--- src/rtl/unidade_controle_memoria_pkg.sv ---
// Shared definitions for the memory-game control unit: state encodings
// (also exported on db_estado) and the default play timeout.
package unidade_controle_memoria_pkg;

    localparam int unsigned TIMEOUT_CICLOS_PADRAO = 5000;

    typedef enum logic [3:0] {
        INICIAL        = 4'h0,
        PREPARACAO     = 4'h1,
        INICIO_RODADA  = 4'h2,
        ESPERA_JOGADA  = 4'h3,
        REGISTRA       = 4'h4,
        COMPARACAO     = 4'h5,
        PROXIMA_JOGADA = 4'h6,
        PROXIMA_RODADA = 4'h7,
        FIM_ACERTOU    = 4'hA,
        FIM_TIMEOUT    = 4'hD,
        FIM_ERROU      = 4'hE
    } estado_t;

endpackage

--- src/rtl/unidade_controle_memoria_contador_timeout.sv ---
// Timeout counter for the wait-for-play state: synchronous clear and
// enable, asynchronous active-low reset, terminal flag at MODULO-1.
// Only instantiated when TIMEOUT_EN is defined.
module contador_timeout
    import unidade_controle_memoria_pkg::*;
#(
    parameter int unsigned MODULO = TIMEOUT_CICLOS_PADRAO,
    localparam int unsigned LARGURA = $clog2(MODULO)
) (
    input  logic clock,
    input  logic reset,
    input  logic zera,
    input  logic conta,
    output logic fim
);

    logic [LARGURA-1:0] valor;

    // Cycle count register; clear has priority over counting
    always_ff @(posedge clock or negedge reset) begin
        if (!reset) begin
            valor <= '0;
        end else if (zera) begin
            valor <= '0;
        end else if (conta) begin
            valor <= valor + LARGURA'(1);
        end
    end

    assign fim = (valor == LARGURA'(MODULO - 1));

endmodule

--- src/rtl/unidade_controle_memoria.sv ---
// Moore control unit for the memory game datapath. Sequences the address
// and sequence counters and the play register, and judges each play.
// Optional play timeout is compiled in with the TIMEOUT_EN macro.
module unidade_controle_memoria
    import unidade_controle_memoria_pkg::*;
#(
    parameter int unsigned TIMEOUT_CICLOS = TIMEOUT_CICLOS_PADRAO
) (
    input  logic       clock,
    input  logic       reset,
    input  logic       iniciar,
    input  logic       jogada,
    input  logic       jogadaIgualMemoria,
    input  logic       enderecoIgualSequencia,
    input  logic       fimS,
    output logic       zeraE,
    output logic       contaE,
    output logic       zeraS,
    output logic       contaS,
    output logic       zeraR,
    output logic       registraR,
    output logic       pronto,
    output logic       acertou,
    output logic       errou,
    output logic       timeout,
    output logic [3:0] db_estado
);

    estado_t estado;
    estado_t proximo;

    // A timeout shorter than two cycles cannot express a wait at all
    if (TIMEOUT_CICLOS < 2) begin : g_timeout_invalido
        $error("TIMEOUT_CICLOS must be at least 2");
    end

`ifdef TIMEOUT_EN
    logic fim_timer;

    contador_timeout #(
        .MODULO (TIMEOUT_CICLOS)
    ) u_contador_timeout (
        .clock (clock),
        .reset (reset),
        .zera  (estado != ESPERA_JOGADA),
        .conta (estado == ESPERA_JOGADA),
        .fim   (fim_timer)
    );
`endif

    // State register
    always_ff @(posedge clock or negedge reset) begin
        if (!reset) begin
            estado <= INICIAL;
        end else begin
            estado <= proximo;
        end
    end

    // Next-state logic; unused encodings fall back to inicial
    always_comb begin
        proximo = INICIAL;
        case (estado)
            INICIAL:        proximo = iniciar ? PREPARACAO : INICIAL;
            PREPARACAO:     proximo = INICIO_RODADA;
            INICIO_RODADA:  proximo = ESPERA_JOGADA;
            ESPERA_JOGADA: begin
                if (jogada) begin
                    proximo = REGISTRA;
`ifdef TIMEOUT_EN
                end else if (fim_timer) begin
                    proximo = FIM_TIMEOUT;
`endif
                end else begin
                    proximo = ESPERA_JOGADA;
                end
            end
            REGISTRA:       proximo = COMPARACAO;
            COMPARACAO: begin
                if (!jogadaIgualMemoria) begin
                    proximo = FIM_ERROU;
                end else if (!enderecoIgualSequencia) begin
                    proximo = PROXIMA_JOGADA;
                end else if (fimS) begin
                    proximo = FIM_ACERTOU;
                end else begin
                    proximo = PROXIMA_RODADA;
                end
            end
            PROXIMA_JOGADA: proximo = ESPERA_JOGADA;
            PROXIMA_RODADA: proximo = INICIO_RODADA;
            FIM_ACERTOU:    proximo = iniciar ? PREPARACAO : FIM_ACERTOU;
            FIM_ERROU:      proximo = iniciar ? PREPARACAO : FIM_ERROU;
            FIM_TIMEOUT:    proximo = iniciar ? PREPARACAO : FIM_TIMEOUT;
            default:        proximo = INICIAL;
        endcase
    end

    // Moore output decode from the current state only
    always_comb begin
        zeraE     = 1'b0;
        contaE    = 1'b0;
        zeraS     = 1'b0;
        contaS    = 1'b0;
        zeraR     = 1'b0;
        registraR = 1'b0;
        pronto    = 1'b0;
        acertou   = 1'b0;
        errou     = 1'b0;
        timeout   = 1'b0;
        case (estado)
            PREPARACAO: begin
                zeraE = 1'b1;
                zeraS = 1'b1;
                zeraR = 1'b1;
            end
            INICIO_RODADA:  zeraE = 1'b1;
            REGISTRA:       registraR = 1'b1;
            PROXIMA_JOGADA: contaE = 1'b1;
            PROXIMA_RODADA: contaS = 1'b1;
            FIM_ACERTOU: begin
                pronto  = 1'b1;
                acertou = 1'b1;
            end
            FIM_ERROU: begin
                pronto = 1'b1;
                errou  = 1'b1;
            end
`ifdef TIMEOUT_EN
            FIM_TIMEOUT: begin
                pronto  = 1'b1;
                errou   = 1'b1;
                timeout = 1'b1;
            end
`endif
            default: ;
        endcase
    end

    assign db_estado = estado;

endmodule

--- config.mk ---
export PLATFORM = sky130hd
export DESIGN_NAME = unidade_controle_memoria
export DESIGN_NICKNAME = d
export VERILOG_FILES = /design/src/rtl/unidade_controle_memoria_pkg.sv /design/src/rtl/unidade_controle_memoria_contador_timeout.sv /design/src/rtl/unidade_controle_memoria.sv
export SDC_FILE = /design/constraint.sdc
export NUM_CORES = 1
export LEC_CHECK = 0
export BUFFER_PORTS_ARGS = -buffer_cell sky130_fd_sc_hd__clkbuf_2
export CORE_AREA = 8 8 45 47
export DETAILED_ROUTE_END_ITERATION = 6
export DIE_AREA = 0 0 53 55
export PLACE_DENSITY = 0.61
export SYNTH_ARGS = -nofsm -noshare
export SYNTH_HDL_FRONTEND = slang
export SYNTH_SLANG_ARGS = --single-unit
--- constraint.sdc ---
create_clock -name clock -period 1 [get_ports clock]
set_input_delay 0.05 -clock clock [delete_from_list [all_inputs] [get_ports clock]]
set_output_delay 0.05 -clock clock [all_outputs]
set_load 0.02 [all_outputs]
Yosys cells after proc, flatten, opt, wreduce, memory -nomap -nowiden. Cells that the tools add are included.

Register bits: 4. Word-level logic and storage cells: 33.

Multiplexer cells: 17. Equal/unequal tests: 10. Reduce and logical (&&, ||, !) cells: 5.

Operators by type and width (count): one-hot mux 4 bit (9 select lines) (1); two-way mux 4 bit (6); equality test 4 x 3 -> 1 bit, second input constant (4); equality test 4 bit, second input constant (3); two-way mux 1 bit (9); equality test 4 x 2 -> 1 bit, second input constant (2); OR reduction 2 bit (4); equality test 4 x 1 -> 1 bit, second input constant (1); zero test 4 bit (1); two-way mux 3 bit (1).

Depth between registers and ports, before layout.
Word-level depth: 4. Gate-level depth with buffers: 4. Depth with buffers taken out: 3.

Least setup slack after synthesis. Ideal clock, no wire load.

Path type: register -> output. From: register estado[1] (netlist: db_estado[1]). To: output zeraS. Buffers on the path: 2. Path slack: -576 ps. Arrival time: 1526 ps. Cell stages (with the launch flop): 5. Cell sequence: dfrtp_1 buf_6 nand2b_1 nor3_1 buf_4.

Word-level cells in the longest chain between the ends: 2.

RTL lines: start, declared (RTL line unidade_controle_memoria.sv:29) `estado_t estado;`; start signal, assigned (RTL line unidade_controle_memoria.sv:56) `estado <= proximo;`; equality test 4 x 1 -> 1 bit; two-way mux 1 bit; end, declared (RTL line unidade_controle_memoria.sv:18) `output logic zeraS,`.

No other way between the ends.

Worst setup path in the final report.
From: register estado[1] (netlist: db_estado[1]). To: output zeraE.

Word-level cells in the longest chain between the ends: 3. Elaborated cells on any way between the ends: 4.

RTL lines: equality test 4 x 2 -> 1 bit / equality test 4 x 1 -> 1 bit (equally long branches) (RTL line unidade_controle_memoria.sv:111) `case (estado)`; OR reduction 2 bit (no line) *; two-way mux 1 bit * (RTL line unidade_controle_memoria.sv:111); end, declared (RTL line unidade_controle_memoria.sv:16) `output logic zeraE,`.

Mark *: on every way between the ends. The rest lies on a longest branch, timed or not.

==> results by group <==
Yosys
  – Synth Cell Area: 384.1 µm²
  – Xor-xnor portion of the synthesized cell area: 0%
  – Most frequent cells after synthesis: nor2_1 (6), dfrtp_1 (4), nand2_1 (4)
  – Post-synthesis sequential area ratio: 26.06%
  – Largest family of logic cells by synthesized area: simple AND/OR/NAND/NOR gates
  – Mux cell area share after synthesis: 0%
  – Post-synth ARST share: 100.0%
  – Count leader, synth: nor2_1
  – Count of cell types in the netlist: 28
  – Yosys warnings: 0
  – Ranking of synthesized cells by area: dfrtp_1 (26%), buf_4 (5.9%), buf_6 (5.9%)
  – Synth Instances: 47
  – Post-synthesis adder-cell area fraction: 0%
  – Post-synth top area share: 26.06%
  – Mapped Nets: 54
  – Seq cells post-synth: 4
  – Most used flip-flop cell after synthesis: dfrtp_1
  – Post-Synth Simple-Gate Area: 33.88%
  – Post-synth EDFFs: 0
  – Avg Inst Size Synth: 8.173 µm²
  – Compound-Gate Fraction of Synth Area: 24.10%
  – Area leader, netlist: dfrtp_1

Floorplanning
  – Die area: 2915 µm²
  – Starting Density: 27.76%
  – Rows: 14
  – Core ar.: 1384 µm²
  – Die Y: 55 µm
  – Boundary Pins: 21
  – Width of the die: 53 µm

Power
  – Total power: 2.657 mW
  – P_leak: 0.4659 nW
  – Worst vdd ir: 1597 µV
  – Pwr dens: 2726 nW/µm²

Cells and area
  – Proportion of layout cells with a drive suffix above 1: 81.32%
  – Multi-input gate area in the final layout: 344.1 µm²
  – Filler cells: 91
  – P&R area growth vs syn: 153.7%
  – Final std cells w/o fill: 107
  – N_diodes: 0
  – Max reg flops: 4
  – Nets: 100
  – Register area: 105.1 µm²
  – Post-Layout Inst Area: 974.7 µm²

Setup path
  – Req. time, crit path: 0.95 ns
  – CP max FO: 7
  – Kind of critical path: flop to output pin
  – CP Cell Sequence: nor2b_4 -> nor2_2 -> nor3_4 -> clkbuf_8
  – Top delay family on crit path: simple AND/OR/NAND/NOR gates
  – Crit-path max cell delay: 0.43 ns
  – Critical path data arrival time: 1.29 ns
  – Endpoint class of the critical path: output pin
  – Startpoint types: flop
  – Buffers & Inverters on Critical Path: 1
  – Crit-path slowest cell: dfrtp_2

GRT
  – Total Routing Usage GR: 11.23%
  – GR Overflow Total: 0
  – Largest net degree at the start of global routing: 9
  – Number of global-route vias before repair: 549
  – Met2 Usage GRT: 21.29%
  – Met1 usage: 11.94%
  – Grt met3 use: 1.604%
  – GR peak layer: met2
  – Initial antenna violation count: 0
  – First-pass GRT wire length: 2428 µm

Clock tree
  – CTS max path bufs: 2
  – CTS tree: done
  – H-tree depth: 1
  – Reg clk slew, reported paths: 0.04 ns
  – Clk_lat worst skew: 0.24 ns
  – Total CTS buffers: 3
  – CTS root buf: clkbuf_4
  – Clock sinks: 4

STA
  – Final setup vio count: 17
  – Fin crit period: 1.336 ns
  – RSZ-0062 raised after global routing: yes
  – Period utilization: 133.6%
  – Final worst setup slack: -0.3356 ns
  – Fmax: 0.7487 GHz
  – Final Hold Fails: 0
  – Slew Viols, Final: 0
  – Clock skew: 0.003199 ns

Hold path
  – Worst min-delay path class: primary input to flop

Detailed routing
  – DRT iter0 DRCs: 5
  – Routed length per instance: 16.00 µm
  – Drt via density: 4.916
  – DRC: 0
  – DRT antenna net count: 0
  – Number of detailed-routing iterations run before antenna repair: 3
  – Routed via count: 526
  – Post-Route WL: 1712 µm

Run status
  – Status: finished, violations left
  – Failing checks: setup timing

Place
  – Number of I/O port buffers: 19
  – Placer congestion estimate: 0.8318
  – Detailed Place HPWL: 1017 µm
  – Placed cell count: 91
  – Dpl cell area: 635.6 µm²

Run
  – Max cap viols: 0
## metal layers
metal	vias up	part of all wire, %
li1	254	-
met1	253	39
met2	15	54
met3	4	5.1
met4	0	1.7
met5	-	0
## cell families after synthesis
group,after synthesis
buffers and inverters,8
other,1
AOI/OAI and AO/OA,11
and+or+nand+nor,23
DFF,4
## where the power goes
part           total [mW]  leakage [nW]  switching [mW]  internal (mW)
clock network       0.206        0.0138          0.0709          0.135
registers           0.367        0.0441           0.135          0.232
logic                2.08         0.408           0.891           1.19
## path summary, 6_finish.rpt
path                         startpoint            to  slack (ns)  depth (start not counted)
max                        db_estado[1]         zeraE       -0.34                          4
min                             iniciar  db_estado[1]        0.04                          2
max reg2reg                db_estado[1]  db_estado[0]       -0.31                          5
min reg2reg                db_estado[3]  db_estado[1]        0.72                          3
max in group asynchronous         reset  db_estado[0]        0.70                          2
min in group asynchronous         reset  db_estado[2]        0.15                          2
## through the flow
step | hold WS, ns | setup TNS, ns | utilization [%] | setup slack (ns)
5_1_grt | 0.03565 | -4.800 | 70.43 | -0.3998
3_3_place_gp | -0.1341 | -1.501 | 45.93 | -0.1924
6_report | 0.03826 | -3.963 | 70.43 | -0.3356
3_5_place_dp | -0.1311 | -1.442 | 45.93 | -0.1582
4_1_cts | 0.01576 | -3.551 | 65.01 | -0.3094
2_1_floorplan | -0.2456 | -1.576 | - | -0.2511
## area by class of cell
type                       instances  share of cell area, %
timing repair buffer              47                  48.52
multi-input combinational         35                  35.30
sequential                         4                  10.78
clock buffer                       3                  2.311
tap                               16                  2.054
inverter                           2                  1.027
## cells in the final DEF (no fill, tap or decap), drive strengths merged
master       netlist  routed
dfrtp              4       4
nor3               3       3
o221ai             1       1
nor2b              3       3
o21ba              1       1
buf                6      36
nand2b             2       2
nor4b              1       1
nand2              4       4
conb               1       1
o21ai              1       1
a31o               1       1
a21oi              2       2
and3b              1       1
and4b              1       1
clkbuf             0      13
a31oi              1       1
a21bo              1       1
nor2               6       6
inv                2       2
and2b              1       1
nand4b             1       1
a311o              1       1
dlygate4sd3        0       1
a221oi             1       1
o311ai             1       1
## what timing repair did
item,4_1_cts,5_1_grt
endpoints found under the hold margin,4,0
setup endpoints to repair,17,17
hold buffers,1,0
gates resized for setup,40,19
pin swaps,5,5
setup buffers,8,5
Note: power is estimated with default switching activity, not from simulation.
